<file path="src/rtl/mux4to1_rr_if.sv">
// mux4to1_rr_if
//   Bundles the four valid/ready source channels and the single merged output
//   stream of the round-robin 4-to-1 multiplexer.
//   Ports carried:
//     in_valid  [3:0]    per-channel valid, bit i = channel i
//     in_data   [4*W-1:0] channel i data at in_data[i*W +: W]
//     in_ready  [3:0]    per-channel ready (one-hot or zero)
//     out_valid          output word present
//     out_data  [W-1:0]  output word
//     out_sel   [1:0]    source channel index of out_data
//     out_ready          downstream accepts the output word
//   Modports:
//     slave  - the multiplexer itself
//     master - the environment (sources plus downstream sink)
interface mux4to1_rr_if #(
  parameter int W = 1
);
  logic [3:0]     in_valid;
  logic [4*W-1:0] in_data;
  logic [3:0]     in_ready;
  logic           out_valid;
  logic [W-1:0]   out_data;
  logic [1:0]     out_sel;
  logic           out_ready;

  modport slave (
    input  in_valid,
    input  in_data,
    output in_ready,
    output out_valid,
    output out_data,
    output out_sel,
    input  out_ready
  );

  modport master (
    output in_valid,
    output in_data,
    input  in_ready,
    input  out_valid,
    input  out_data,
    input  out_sel,
    output out_ready
  );
endinterface

</file>
<file path="src/rtl/mux4to1_rr.sv">
// mux4to1_rr
//   Merges four independent valid/ready sources onto one registered output
//   stream with round-robin arbitration. Every output word is tagged with its
//   source channel (out_sel) so a downstream 1-to-4 demux can split it again.
//   Ports:
//     clk    - single clock, rising edge
//     rst_n  - asynchronous, active-low reset
//     bus    - mux4to1_rr_if.slave carrying the source channels and the output
//   Latency is one cycle from input handshake to out_valid; a word can drain
//   and a new one be captured on the same edge, giving one word per cycle.
module mux4to1_rr #(
  parameter int W = 1
) (
  input  logic          clk,
  input  logic          rst_n,
  mux4to1_rr_if.slave   bus
);

  logic         out_valid_q;
  logic [W-1:0] out_data_q;
  logic [1:0]   out_sel_q;
  logic [1:0]   ptr_q;          // last granted channel

  logic         can_accept;
  logic         grant_found;
  logic [1:0]   grant_idx;
  logic [1:0]   cand;
  logic         xfer;

  // The output register is free when empty or being drained on this edge.
  assign can_accept = !out_valid_q || bus.out_ready;

  // Search ptr+1, ptr+2, ptr+3, ptr (mod 4); first requester wins. The 2-bit
  // addition wraps naturally, so k=4 lands back on ptr itself (lowest priority).
  always_comb begin
    grant_found = 1'b0;
    grant_idx   = ptr_q;
    cand        = ptr_q;
    for (int k = 1; k <= 4; k++) begin
      cand = ptr_q + 2'(k);
      if (!grant_found && bus.in_valid[cand]) begin
        grant_found = 1'b1;
        grant_idx   = cand;
      end
    end
  end

  // Ready is withheld while reset is asserted so no source sees a handshake
  // into a register that is being cleared.
  assign xfer         = rst_n && can_accept && grant_found;
  assign bus.in_ready = xfer ? (4'b0001 << grant_idx) : 4'b0000;

  always_ff @(posedge clk or negedge rst_n) begin
    if (!rst_n) begin
      out_valid_q <= 1'b0;
      out_data_q  <= '0;
      out_sel_q   <= 2'b00;
      ptr_q       <= 2'b11;     // channel 0 gets first priority after reset
    end else if (xfer) begin
      out_valid_q <= 1'b1;
      out_data_q  <= bus.in_data[int'(grant_idx)*W +: W];
      out_sel_q   <= grant_idx;
      ptr_q       <= grant_idx;
    end else if (bus.out_ready) begin
      // Drained with nothing to replace it; data/sel keep their last values.
      out_valid_q <= 1'b0;
    end
  end

  assign bus.out_valid = out_valid_q;
  assign bus.out_data  = out_data_q;
  assign bus.out_sel   = out_sel_q;

endmodule
</file>
<file path="src/flat_wrapper.sv">
// flat-port wrapper written by rule: the top's interface ports become plain ports
module mux4to1_rr_flat 
#(
  parameter int W = 1
)
  (clk, rst_n, bus_in_valid, bus_in_data, bus_in_ready, bus_out_valid, bus_out_data, bus_out_sel, bus_out_ready);
  mux4to1_rr_if #(.W(W)) bus_i ();
  input  logic clk;
  input  logic rst_n;
  input wire logic [$bits(bus_i.in_valid)-1:0] bus_in_valid;
  input wire logic [$bits(bus_i.in_data)-1:0] bus_in_data;
  output wire logic [$bits(bus_i.in_ready)-1:0] bus_in_ready;
  output wire logic [$bits(bus_i.out_valid)-1:0] bus_out_valid;
  output wire logic [$bits(bus_i.out_data)-1:0] bus_out_data;
  output wire logic [$bits(bus_i.out_sel)-1:0] bus_out_sel;
  input wire logic [$bits(bus_i.out_ready)-1:0] bus_out_ready;
  assign bus_i.in_valid = bus_in_valid;
  assign bus_i.in_data = bus_in_data;
  assign bus_in_ready = bus_i.in_ready;
  assign bus_out_valid = bus_i.out_valid;
  assign bus_out_data = bus_i.out_data;
  assign bus_out_sel = bus_i.out_sel;
  assign bus_i.out_ready = bus_out_ready;
  mux4to1_rr #(.W(W)) u_core (.clk(clk), .rst_n(rst_n), .bus(bus_i));
endmodule
</file>
<file path="config.mk">
export PLATFORM = sky130hd
export DESIGN_NAME = mux4to1_rr_flat
export DESIGN_NICKNAME = d
export VERILOG_FILES = /design/src/rtl/mux4to1_rr_if.sv /design/src/rtl/mux4to1_rr.sv /design/src/flat_wrapper.sv
export SDC_FILE = /design/constraint.sdc
export NUM_CORES = 1
export LEC_CHECK = 0
export CAP_MARGIN = 20
export CORE_AREA = 2 2 39 41
export CTS_BUF_LIST = sky130_fd_sc_hd__clkbuf_4 sky130_fd_sc_hd__clkbuf_8
export DETAILED_ROUTE_END_ITERATION = 7
export DIE_AREA = 0 0 41 43
export DONT_BUFFER_PORTS = 1
export GPL_TIMING_DRIVEN = 0
export PLACE_DENSITY_LB_ADDON = 0.25
export SYNTH_ARGS = -nofsm -noshare
export SYNTH_HDL_FRONTEND = slang
export SYNTH_SLANG_ARGS = --single-unit
</file>
<file path="constraint.sdc">
create_clock -name clk -period 1.5 [get_ports clk]
set_input_delay 0.15 -clock clk [delete_from_list [all_inputs] [get_ports clk]]
set_output_delay 0.15 -clock clk [all_outputs]
set_load 0.02 [all_outputs]
</file>
==> qor.csv <==
metric,value,unit
leakage,0.2301,nW
ios,19,
register_area,152.6,um2
gr-usage-all-layers,14.29,%
synth_top_cells_by_area,"dfrtp_1 25%, dfstp_2 13%, o21a_1 7.6%",
seqPwrFrac,37.7,%
cts_tree,done,
synth_edf_count,0,
switching_power,0.3167,mW
final_nets,64,
clock-sinks,6,
port_buffers,0,
syn-cell-area,394.1,um2
status,finished with violations,
place.gp.congestion,0.6272,
drc_errors,0,
yosysWarnings,0,
p_int,0.5194,mW
first_pass_iters,3,
clk_pin_slew,40,ps
ys.flop_type,dfrtp_1,
avgRoutedWirePerCell,15.07,um
slew_headroom,72.09,%
worstPathMaxFanout,5,
yosysUniqueCellTypes,23,
syn_nets,50,
first_iter_violations,4,
violations,setup timing,
ant_nets,0,
worst_slack,-240.1,ps
via_count,341,
path_class,flop to output pin,
rsz0062_at_grt,yes,
critPathCaptureType,output pin,
ctsLongestPathBuffers,2,
drive_above_1_share,58.82,%
final_core_util,42.41,%
min_delay_path_depth,1,
syn_inst,39,
arrival,1590,ps
rows,14,
antenna_found_initial,0,
setup_violations,7,
synth-seq-cells,6,
htreeDepth,1,
grt_max_degree,10,
comb_power_share,44.5,%
period_share,116.0,%
numCtsBuffers,3,
grt_overflow_total,0,
start_kind,flop,
antenna_cells,0,
ir_drop,0.5807,mV
totalWireLength,1010,um
yosysTopAreaCell,dfrtp_1,
critPathRequiredTime,1350,ps
root_buffer,clkbuf_4,
synthArstFlopShare,100.0,%
die_y,43,um
setup_tns,-1226,ps
skew,1.241,ps
clock_latency,240,ps
start_util,28.48,%
multiInputGateArea,310.3,um2
die-area,1763,um2
pwr-share-clk,17.9,%
hold_viol,0,
vias_per_cell,5.090,
fillers,130,
worstMarginPinSlew,414.2,ps
min_period,1740,ps
hold_ws,19.06,ps
die_w,41,um
syn2layout_area_growth,48.89,%
reg2reg_depth,6,
ys_top_cells_by_count,"4 x dfrtp_1, 4 x nor2_1, 4 x o21a_1, 4 x o21ai_0",
swShare,37.88,%
maxSlewViolCount,0,
syn_avg_cell_area,10.11,um2
pre_cts_slack,-161.2,ps
hold_class,input port to flop,
power,0.8361,mW
cap_violations,0,
max_freq,0.5747,GHz
core_area,1384,um2
dp_hpwl,722.6,um
grt_pass1_vias,375,
powerDensity,1425,nW/um2
netlist.area_leader.share,25.40,%
synth_seq_area_share,38.73,%
grt_pass1_wl,1621,um
[through the flow]
step / cells / instance area (um2)
detailed placement: 55 / 419.2
global route: 67 / 586.8
floorplan: 39 / 399.1
global placement: 55 / 419.2
CTS: 65 / 556.8
finish: 67 / 586.8
[worst max-delay path: stages (launching register included)]
cell      delay (ps)
dfstp_2          560
nand2b_4         150
a21oi_4           60
nor3_4           270
nand2_2          120
nor2_4           180
[cells by family (layout without fill, tap and decap cells)]
logic type      after synthesis  in the layout  share of synthesized area (%)
compound gates               16             16                          32.38
buf+inv                       2             14                          1.905
flops                         6              6                          38.73
mux                           1              1                          2.540
simple gates                 14             14                          24.45
[power groups by stage]
stage | sequential, mW | combinational (mW) | clock, mW
floorplan | 0.298 | 0.184 | 0
global placement | 0.307 | 0.203 | 0
detailed placement | 0.310 | 0.211 | 0
CTS | 0.316 | 0.334 | 0.155
global route | 0.319 | 0.401 | 0.169
finish | 0.315 | 0.372 | 0.149
[final cells by class]
cell class	count	area share, %
Tap cell	16	3.412
Timing Repair Buffer	9	12.58
Inverter	2	1.279
Multi-Input combinational cell	31	52.88
Sequential cell	6	26.01
Clock buffer	3	3.838
[metal layers]
layer  share of wire [%]  vias to the layer above  track usage [%]
li1                    -                      166                -
met1                  36                      163            15.23
met2                  55                       10            22.50
met3                 7.5                        2            4.188
met4                0.89                        0            10.00
met5                   0                        -                0
[registers in the layout, indices dropped and copies added (netlist names)]
register / count
u_core.bus.out_sel: 2
u_core.bus.out_valid: 1
u_core.ptr_q: 2
u_core.bus.out_data: 1
[worst paths after layout]
check	to	slack, ps	start
max	bus_in_ready[0]	-240	u_core.ptr_q[0]$_DFFE_PN1P_
min	u_core.bus.out_valid$_DFFE_PN0P_	20	bus_out_ready
max reg2reg	u_core.bus.out_data$_DFFE_PN0P_	-160	u_core.ptr_q[0]$_DFFE_PN1P_
min reg2reg	u_core.ptr_q[1]$_DFFE_PN1P_	600	u_core.ptr_q[1]$_DFFE_PN1P_
max in group asynchronous	u_core.ptr_q[0]$_DFFE_PN1P_	1010	rst_n
min in group asynchronous	u_core.bus.out_sel[1]$_DFFE_PN0P_	220	rst_n
[cells in the final DEF (no fill, tap or decap), types with 2 or more instances in the layout]
cell type and n:
a211oi_1 2, a21oi_4 2, buf_4 7, clkbuf_4 3, dfrtp_1 4, dfstp_2 2
inv_1 2, nor2_1 2, nor2_4 2, nor2b_4 2, o21a_1 4, o21ai_2 2
[what timing repair did]
| action | 4_1_cts | 5_1_grt |
|---|---|---|
| hold endpoints to repair | 6 | 0 |
| setup endpoints to repair | 6 | 7 |
| gates resized for setup | 15 | 3 |
| buffers inserted | 6 | 2 |
| pin swaps | 6 | 0 |
| hold buffers | 1 | 0 |
Power figures use the tool's default switching activity.
